`config.mk`:
```
export PLATFORM = sky130hd
export DESIGN_NAME = jogo_memoria_param
export DESIGN_NICKNAME = d
export VERILOG_FILES = /design/src/rtl/jogo_memoria_param.sv
export SDC_FILE = /design/constraint.sdc
export NUM_CORES = 1
export LEC_CHECK = 0
export CAP_MARGIN = 20
export CELL_PAD_IN_SITES_DETAIL_PLACEMENT = 1
export CELL_PAD_IN_SITES_GLOBAL_PLACEMENT = 1
export CORE_MARGIN = 4
export CORE_UTILIZATION = 42
export DETAILED_ROUTE_END_ITERATION = 8
export GPL_TIMING_DRIVEN = 0
export PLACE_DENSITY_LB_ADDON = 0.1
export SYNTH_ARGS = -nofsm -noshare
export SYNTH_HDL_FRONTEND = slang
export SYNTH_SLANG_ARGS = --single-unit
```
`constraint.sdc`:
```
create_clock -name clock -period 3 [get_ports clock]
set_input_delay 0.3 -clock clock [delete_from_list [all_inputs] [get_ports clock]]
set_output_delay 0.3 -clock clock [all_outputs]
set_load 0.05 [all_outputs]
```
`src/rtl/jogo_memoria_param.sv`:
```
// Sequence-memory game engine: shows a growing LFSR-generated button sequence
// on one-hot LEDs and checks the player's presses level by level.
module jogo_memoria_param #(
  parameter int          N_BOTOES  = 8,
  parameter int          N_NIVEIS  = 8,
  parameter int          T_EXIBE   = 500,
  parameter int          T_PAUSA   = 250,
  parameter int          T_TIMEOUT = 5000,
  parameter int          VIDAS     = 1,
  parameter logic [15:0] SEMENTE   = 16'hACE1
) (
  input  logic                clock,
  input  logic                reset,
  input  logic                jogar,
  input  logic [N_BOTOES-1:0] botoes,
  output logic [N_BOTOES-1:0] leds,
  output logic                pronto,
  output logic                ganhou,
  output logic                perdeu,
  output logic [3:0]          db_estado,
  output logic [4:0]          db_nivel,
  output logic [2:0]          db_vidas,
  output logic [4:0]          db_jogada
);

  localparam int BW   = $clog2(N_BOTOES);
  localparam int IW   = $clog2(N_NIVEIS);
  localparam int TM1  = (T_EXIBE > T_PAUSA) ? T_EXIBE : T_PAUSA;
  localparam int TM2  = (TM1 > T_TIMEOUT) ? TM1 : T_TIMEOUT;
  localparam int TMAX = (TM2 > N_NIVEIS) ? TM2 : N_NIVEIS;
  localparam int TW   = $clog2(TMAX) + 1;

  localparam logic [3:0] INICIAL = 4'd0;
  localparam logic [3:0] PREPARA = 4'd1;
  localparam logic [3:0] EXIBE   = 4'd2;
  localparam logic [3:0] PAUSA   = 4'd3;
  localparam logic [3:0] ESPERA  = 4'd4;
  localparam logic [3:0] COMPARA = 4'd5;
  localparam logic [3:0] PROXIMO = 4'd6;
  localparam logic [3:0] ERRO    = 4'd7;
  localparam logic [3:0] GANHOU  = 4'd8;
  localparam logic [3:0] PERDEU  = 4'd9;

  function automatic logic um_quente(input logic [N_BOTOES-1:0] v);
    return (v != {N_BOTOES{1'b0}}) &&
           ((v & (v - {{(N_BOTOES-1){1'b0}}, 1'b1})) == {N_BOTOES{1'b0}});
  endfunction

  logic [3:0]          estado;
  logic [15:0]         lfsr;
  logic [N_BOTOES-1:0] botoes_q;
  logic [N_BOTOES-1:0] lance;
  logic [TW-1:0]       tmr;
  logic [4:0]          nivel;
  logic [4:0]          jogada;
  logic [2:0]          vidas;
  logic                ganhou_f;
  logic                perdeu_f;
  logic [BW-1:0]       seq [N_NIVEIS];

  logic                press;
  logic                inicia;
  logic [BW-1:0]       seq_atual;
  logic [N_BOTOES-1:0] led_alvo;

  // Press edge, start request and the LED pattern of the current step.
  always_comb begin
    press     = (botoes_q == {N_BOTOES{1'b0}}) && (botoes != {N_BOTOES{1'b0}});
    inicia    = jogar && ((estado == INICIAL) || (estado == GANHOU) || (estado == PERDEU));
    seq_atual = seq[jogada[IW-1:0]];
    led_alvo  = {{(N_BOTOES-1){1'b0}}, 1'b1} << seq_atual;
  end

  // Outputs decoded from registered state.
  always_comb begin
    if (estado == EXIBE) begin
      leds = led_alvo;
    end else begin
      leds = {N_BOTOES{1'b0}};
    end
    pronto    = (estado == ESPERA);
    ganhou    = ganhou_f;
    perdeu    = perdeu_f;
    db_estado = estado;
    db_nivel  = nivel;
    db_vidas  = vidas;
    db_jogada = jogada;
  end

  // Free-running LFSR, taps 16,14,13,11.
  always_ff @(posedge clock or negedge reset) begin
    if (!reset) begin
      lfsr <= SEMENTE;
    end else begin
      lfsr <= {lfsr[14:0], lfsr[15] ^ lfsr[13] ^ lfsr[12] ^ lfsr[10]};
    end
  end

  // Button history; tracks in every state so held buttons never look like a new press.
  always_ff @(posedge clock or negedge reset) begin
    if (!reset) begin
      botoes_q <= {N_BOTOES{1'b0}};
    end else begin
      botoes_q <= botoes;
    end
  end

  // Sequence memory, filled one entry per cycle while preparing a game.
  always_ff @(posedge clock or negedge reset) begin
    if (!reset) begin
      for (int i = 0; i < N_NIVEIS; i++) seq[i] <= {BW{1'b0}};
    end else if (estado == PREPARA) begin
      seq[tmr[IW-1:0]] <= lfsr[BW-1:0];
    end
  end

  // Game FSM with its timer, level, step and lives registers.
  always_ff @(posedge clock or negedge reset) begin
    if (!reset) begin
      estado   <= INICIAL;
      tmr      <= {TW{1'b0}};
      nivel    <= 5'd0;
      jogada   <= 5'd0;
      vidas    <= 3'd0;
      lance    <= {N_BOTOES{1'b0}};
      ganhou_f <= 1'b0;
      perdeu_f <= 1'b0;
    end else if (inicia) begin
      estado   <= PREPARA;
      tmr      <= {TW{1'b0}};
      nivel    <= 5'd0;
      jogada   <= 5'd0;
      vidas    <= 3'(VIDAS);
      ganhou_f <= 1'b0;
      perdeu_f <= 1'b0;
    end else begin
      case (estado)
        INICIAL: estado <= INICIAL;
        PREPARA: begin
          if (tmr == TW'(N_NIVEIS - 1)) begin
            estado <= EXIBE;
            tmr    <= {TW{1'b0}};
          end else begin
            tmr <= tmr + TW'(1);
          end
        end
        EXIBE: begin
          if (tmr == TW'(T_EXIBE - 1)) begin
            estado <= PAUSA;
            tmr    <= {TW{1'b0}};
          end else begin
            tmr <= tmr + TW'(1);
          end
        end
        PAUSA: begin
          if (tmr == TW'(T_PAUSA - 1)) begin
            tmr <= {TW{1'b0}};
            if (jogada < nivel) begin
              jogada <= jogada + 5'd1;
              estado <= EXIBE;
            end else begin
              jogada <= 5'd0;
              estado <= ESPERA;
            end
          end else begin
            tmr <= tmr + TW'(1);
          end
        end
        ESPERA: begin
          if (press) begin
            lance  <= botoes;
            estado <= COMPARA;
            tmr    <= {TW{1'b0}};
          end else if (tmr == TW'(T_TIMEOUT - 1)) begin
            estado <= ERRO;
            tmr    <= {TW{1'b0}};
          end else begin
            tmr <= tmr + TW'(1);
          end
        end
        COMPARA: begin
          if (um_quente(lance) && (lance == led_alvo)) begin
            if (jogada < nivel) begin
              jogada <= jogada + 5'd1;
              estado <= ESPERA;
              tmr    <= {TW{1'b0}};
            end else begin
              estado <= PROXIMO;
            end
          end else begin
            estado <= ERRO;
          end
        end
        PROXIMO: begin
          if (nivel == 5'(N_NIVEIS - 1)) begin
            estado   <= GANHOU;
            ganhou_f <= 1'b1;
          end else begin
            nivel  <= nivel + 5'd1;
            jogada <= 5'd0;
            tmr    <= {TW{1'b0}};
            estado <= EXIBE;
          end
        end
        ERRO: begin
          vidas <= vidas - 3'd1;
          if (vidas <= 3'd1) begin
            estado   <= PERDEU;
            perdeu_f <= 1'b1;
          end else begin
            jogada <= 5'd0;
            tmr    <= {TW{1'b0}};
            estado <= EXIBE;
          end
        end
        GANHOU: estado <= GANHOU;
        PERDEU: vidas <= 3'd0;
        default: estado <= INICIAL;
      endcase
    end
  end

endmodule
```
Yosys cells after proc, flatten, opt, wreduce, memory -nomap -nowiden:

Index checks and enable logic that the tools add are counted.

* add/subtract/negate cells: 5
* multiply operators: 0
* div/mod/pow operators: 0
* $lt $le $gt $ge: 5
* equality and inequality tests: 25
* shift operators: 1
* muxes and demuxes: 49
* bitwise gates (word level): 7
* reductions and logical operators: 26

Operators by type and width (count)
* 2-to-1 mux 14 bit: 10
* case mux 14 bit (7 select lines): 1
* 2-to-1 mux 5 bit: 10
* 2-to-1 mux 4 bit: 9
* case mux 4 bit (9 select lines): 1
* bitwise mux 24 bit: 1
* nonzero test 8 bit: 3
* case mux 5 bit (4 select lines): 1
* equality test 4 x 3 -> 1 bit, second input constant: 4
* logical NOT 8 bit: 2
* 2-to-1 mux 3 bit: 5
* != test 3 bit, second input constant: 5
* adder 14 x 1 -> 14 bit, second input constant: 1
* equality test 14 x 13 -> 1 bit, second input constant: 1
* equality test 14 x 3 -> 1 bit, second input constant: 1
* equality test 14 x 8 -> 1 bit, second input constant: 1
* equality test 14 x 9 -> 1 bit, second input constant: 1
* adder 5 x 1 -> 5 bit, second input constant: 2
* AND reduction 5 bit: 2
* binary-select mux 3 bit (select 3 bit): 1
* demux 3 bit (select 3 bit): 1
* AND 8 bit: 1
* equality test 4 x 2 -> 1 bit, second input constant: 2
* equality test 4 bit, second input constant: 2
* 29 further kinds: 50

* register bits: 89
* bits in latches: 0
* memory bits (writable): 0
* bits in read-only memories: 0
* input port bits: 11
* output and inout bits: 28
* word-level logic and storage cells: 136
* memories kept: 0

Longest topological paths before layout:

* depth after elaboration: 10
* depth in mapped cells: 12
* mapped depth without buffers: 9

Least setup slack after synthesis:

Ideal clock, no wire load.

* path type: reg2reg
* start: register jogada[0], in the netlist db_jogada[0]
* end: register tmr[12]
* library setup time: 0.121 ns
* arrival time: 3.256 ns
* data required time: 2.879 ns
* path slack: -0.377 ns
* stages on the path, launching flop included: 12
* path buffers: 3
* period minus slack after synthesis: 3.377 ns
* path through: dfrtp_1 > buf_6 > mux4_2 > mux2_4 > or4b_1 > a21oi_1 > o211a_1 > a31oi_4 > or2_1 > buf_6 > buf_8 > a22o_1

* longest elaborated chain between the ends: 9
* elaborated cells between the ends (all ways): 11
* classes of those cells: order compare (1); eq/ne (3); shift (1); mux (3); bitwise (1); reduce/logical (2)

RTL lines
* start, declared: line 55 `logic [4:0] jogada;`
* start signal, assigned: line 159 `jogada <= jogada + 5'd1;`
* start signal, assigned: line 184 `jogada <= jogada + 5'd1;`
* NOT 3 -> 4 bit (implied by the code): line 70 `seq_atual = seq[jogada[IW-1:0]];`
* binary-select mux 3 bit (select 3 bit): line 70
* 2-to-1 mux 3 bit (implied by the code) (2 in a row): line 70
* left shift 1 x 3 -> 8 bit: line 71 `led_alvo = {{(N_BOTOES-1){1'b0}}, 1'b1} << seq_atual;`
* equality test 8 bit: line 182 `if (um_quente(lance) && (lance == led_alvo)) begin`
* logical AND 1 bit: line 182
* != test 3 bit (no line)
* AND reduction 5 bit (no line) (*)
* end signal, assigned: line 176 `tmr <= {TW{1'b0}};`
* end signal, assigned: line 178 `tmr <= tmr + TW'(1);`
* end signal, assigned: line 186 `tmr <= {TW{1'b0}};`
* end, declared: line 53 `logic [TW-1:0] tmr;`

Mark *: on every way between the ends. The rest lies on a longest branch, timed or not. The select of a mux whose other input is x is not followed.
A chain may end at the register's enable or synchronous reset.

Worst setup path after layout:

Same ends and word-level chain as after synthesis.

==> run metrics <==
worst min path class primary input to async pin; Fmax achieved approximately 320 MHz; Post-synth ARST share 100%; top post-synthesis cells by area dfrtp_1, mux2_2, dfstp_2, nor2_1, ha_1; pre-CTS setup slack -0.441 ns; mean post-synth cell area 10.7 um^2; Post-route DRC 0; measured slew at the worst slew-check pin 0.781 ns; RR Startpoint db_jogada[0]$_DFFE_PN0P_; critical path capture point type flop; grt total ovfl 0; Synthesis Warnings 0; Final Max Slew Viols 0; CTS tree yes; share of the synthesized area in the top cell type 43.4%; CTS Sinks 89; die width 113 um; worst vdd ir 0.000434 V; post-synthesis sequential area ratio 47.9%; Die H approximately 110 um; synth cell count leaders dfrtp_1, nor2_1, mux2_2; Initial Util 42.9%; DIE AREA 0.0129 mm^2; Critical Path AT 3.42 ns; number of synthesized flops with an enable pin 0; layout cell share with drive strength beyond 1 26.7%; largest net degree at the start of global routing 70; violated checks setup timing; total negative slack -0.903 ns; register clock-pin slew on the reported worst setup and hold paths 0.10 ns; Post-DRT Antenna Nets 0; Final WS setup -0.146 ns; total length of routed wires 12700 um; PD cells roughly 740 mW/mm^2; crit-path max FO 5; leakage 2.49 nW; cell area after placement 0.00526 mm^2; Clk Latency, worst-skew pair ~0.39 ns; Design Area, Final 0.00580 mm^2; fin util a little over half; FF/Latch Area 0.00224 mm^2; final setup violation count 16; number of diodes 0; Total GRT Usage 20.2%; H-tree depth 3; site row count 38; drt wl/cell 19.5 um; CTS Buf Count 9; critical path type flop to flop; drt first pass iters 4; Synth Register Bits 89; Cell Area, Synth 0.00467 mm^2; CP Launch Point db_jogada[0]$_DFFE_PN0P_; RSZ-0062 raised after global routing true; Avg Vias per Cell 5.81; Root Buffer clkbuf_8; initial antenna violation count 0; first-pass GRT wire length roughly 20000 um; top_reg_cell synth dfrtp_1; final net count 525; syn_nets 455; library cells used by synthesis 63; Worst Skew 0.0119 ns; Iter 0 DRT Violations 147; number of I/O pins 39; number of max-cap violations 0; synth-to-layout area growth 24.1%; via count 3774; footprint of the multi-input gates 0.00244 mm^2; Port Buffers 38; Critical Path RT 3.27 ns; Rel. slew slack 47.5%; period utilization 105%; Clock Tree Buf Depth 2; most used standard cell by instance count after synthesis dfrtp_1; gpl congestion 0.817; status complete, but fails checks; post-synth top area cell dfrtp_1; DP HPWL 8530 um; final hold vios 0; CP startpoint kind flop; Core ar. 0.0109 mm^2; synthesized instance count 435; via count of the first global-routing pass 3846; fill count 1212; minimum clock period between 3 and 4 ns
state kept, by name, indices dropped and copies added (netlist names):
signal / flops
db_jogada: 5
seq: 24
lance: 8
ganhou: 1
db_vidas: 3
tmr: 14
perdeu: 1
db_nivel: 5
lfsr: 16
db_estado: 4
botoes_q: 8
timing repair:
item,in CTS,in global routing
gates cloned,2,1
pin swaps,5,7
buffers inserted,8,10
hold buffers,1,0
endpoints found under the hold margin,20,0
resized for setup,38,38
setup endpoints to repair,28,28
layout make-up:
cell class / instances / share of cell area [%]
clock inverter: 5 / 0.798
timing repair buffer: 60 / 10.3
clock buffer: 11 / 2.61
multi-input combinational: 313 / 42.1
buffer: 18 / 1.68
inverter: 14 / 0.906
sequential: 89 / 38.6
tap: 140 / 3.02
power breakdown:
group	leakage, nW	switching [mW]	internal, mW
Clock	0.102	0.474	0.360
Sequential	1.18	0.0996	1.29
Combinational	1.21	1.32	0.752
Total	2.49	1.89	2.40
worst max-delay path, cell delays in order, from the launching register on:
cell and delay, ns:
dfrtp_2 0.41, buf_8 0.13, mux4_2 0.54, mux2_4 0.31, or4b_4 0.49, a21oi_2 0.12, o211a_1 0.24, a31oi_4 0.13
or2_4 0.30, buf_8 0.15, a22o_1 0.22
per-stage QoR:
| stage | total power [mW] | hold WS (ns) | std cells |
|---|---|---|---|
| finish | 4.29 | 0.338 | 650 |
| global route | 4.55 | 0.335 | 650 |
| CTS | 4.23 | 0.320 | 639 |
| detailed placement | 3.21 | 0.218 | 614 |
| global placement | 3.16 | 0.335 | 613 |
| floorplan | 2.66 | 0.00441 | 435 |
metal layers:
| metal | vias up | wire length [um] | GRT usage (%) |
|---|---|---|---|
| met3 | 23 | 393 | 3.93 |
| met1 | 1927 | 5970 | 28.6 |
| met4 | 0 | 301 | 8.09 |
| li1 | 1764 | - | - |
| met5 | - | 0 | 0 |
| met2 | 60 | 6020 | 30.6 |
cells in the final DEF (no fill, tap or decap), types with 10 or more instances in the layout:
| master | synthesis | layout |
|---|---|---|
| nand2b_1 | 11 | 11 |
| nor3_1 | 19 | 17 |
| dfrtp_1 | 81 | 79 |
| inv_1 | 14 | 14 |
| o21ai_0 | 18 | 15 |
| clkdlybuf4s50_1 | 0 | 29 |
| clkbuf_1 | 13 | 10 |
| a21oi_1 | 14 | 13 |
| nand2_1 | 25 | 24 |
| nor2_1 | 39 | 39 |
| buf_4 | 1 | 15 |
| clkbuf_8 | 0 | 11 |
| nand3_1 | 13 | 13 |
| mux2_2 | 33 | 32 |
cell families (layout without fill, tap and decap cells):
logic type,count (synthesis),count (layout),synth area share (%)
and+or+nand+nor,158,158,17.5
AOI/OAI and AO/OA,89,89,13.9
DFF,89,89,47.9
muxes,45,46,12.9
buffers and inverters,34,108,3.37
adders and majority gates,10,10,2.62
xor gates and xnor gates,10,10,1.87
path summary, 6_finish.rpt:
check	to	slack, ns	depth (start not counted)
hold / removal	lance[0]$_DFFE_PN0P_	0.34	2
hold reg to reg	lfsr[6]$_DFF_PN1_	0.36	0
min in group clock	lfsr[6]$_DFF_PN1_	0.36	0
max in group asynchronous	lfsr[5]$_DFF_PN1_	1.98	3
setup reg to reg	tmr[12]$_DFFE_PN0P_	-0.15	10
setup / recovery	tmr[12]$_DFFE_PN0P_	-0.15	10
Note: power is estimated with default switching activity, not from simulation.
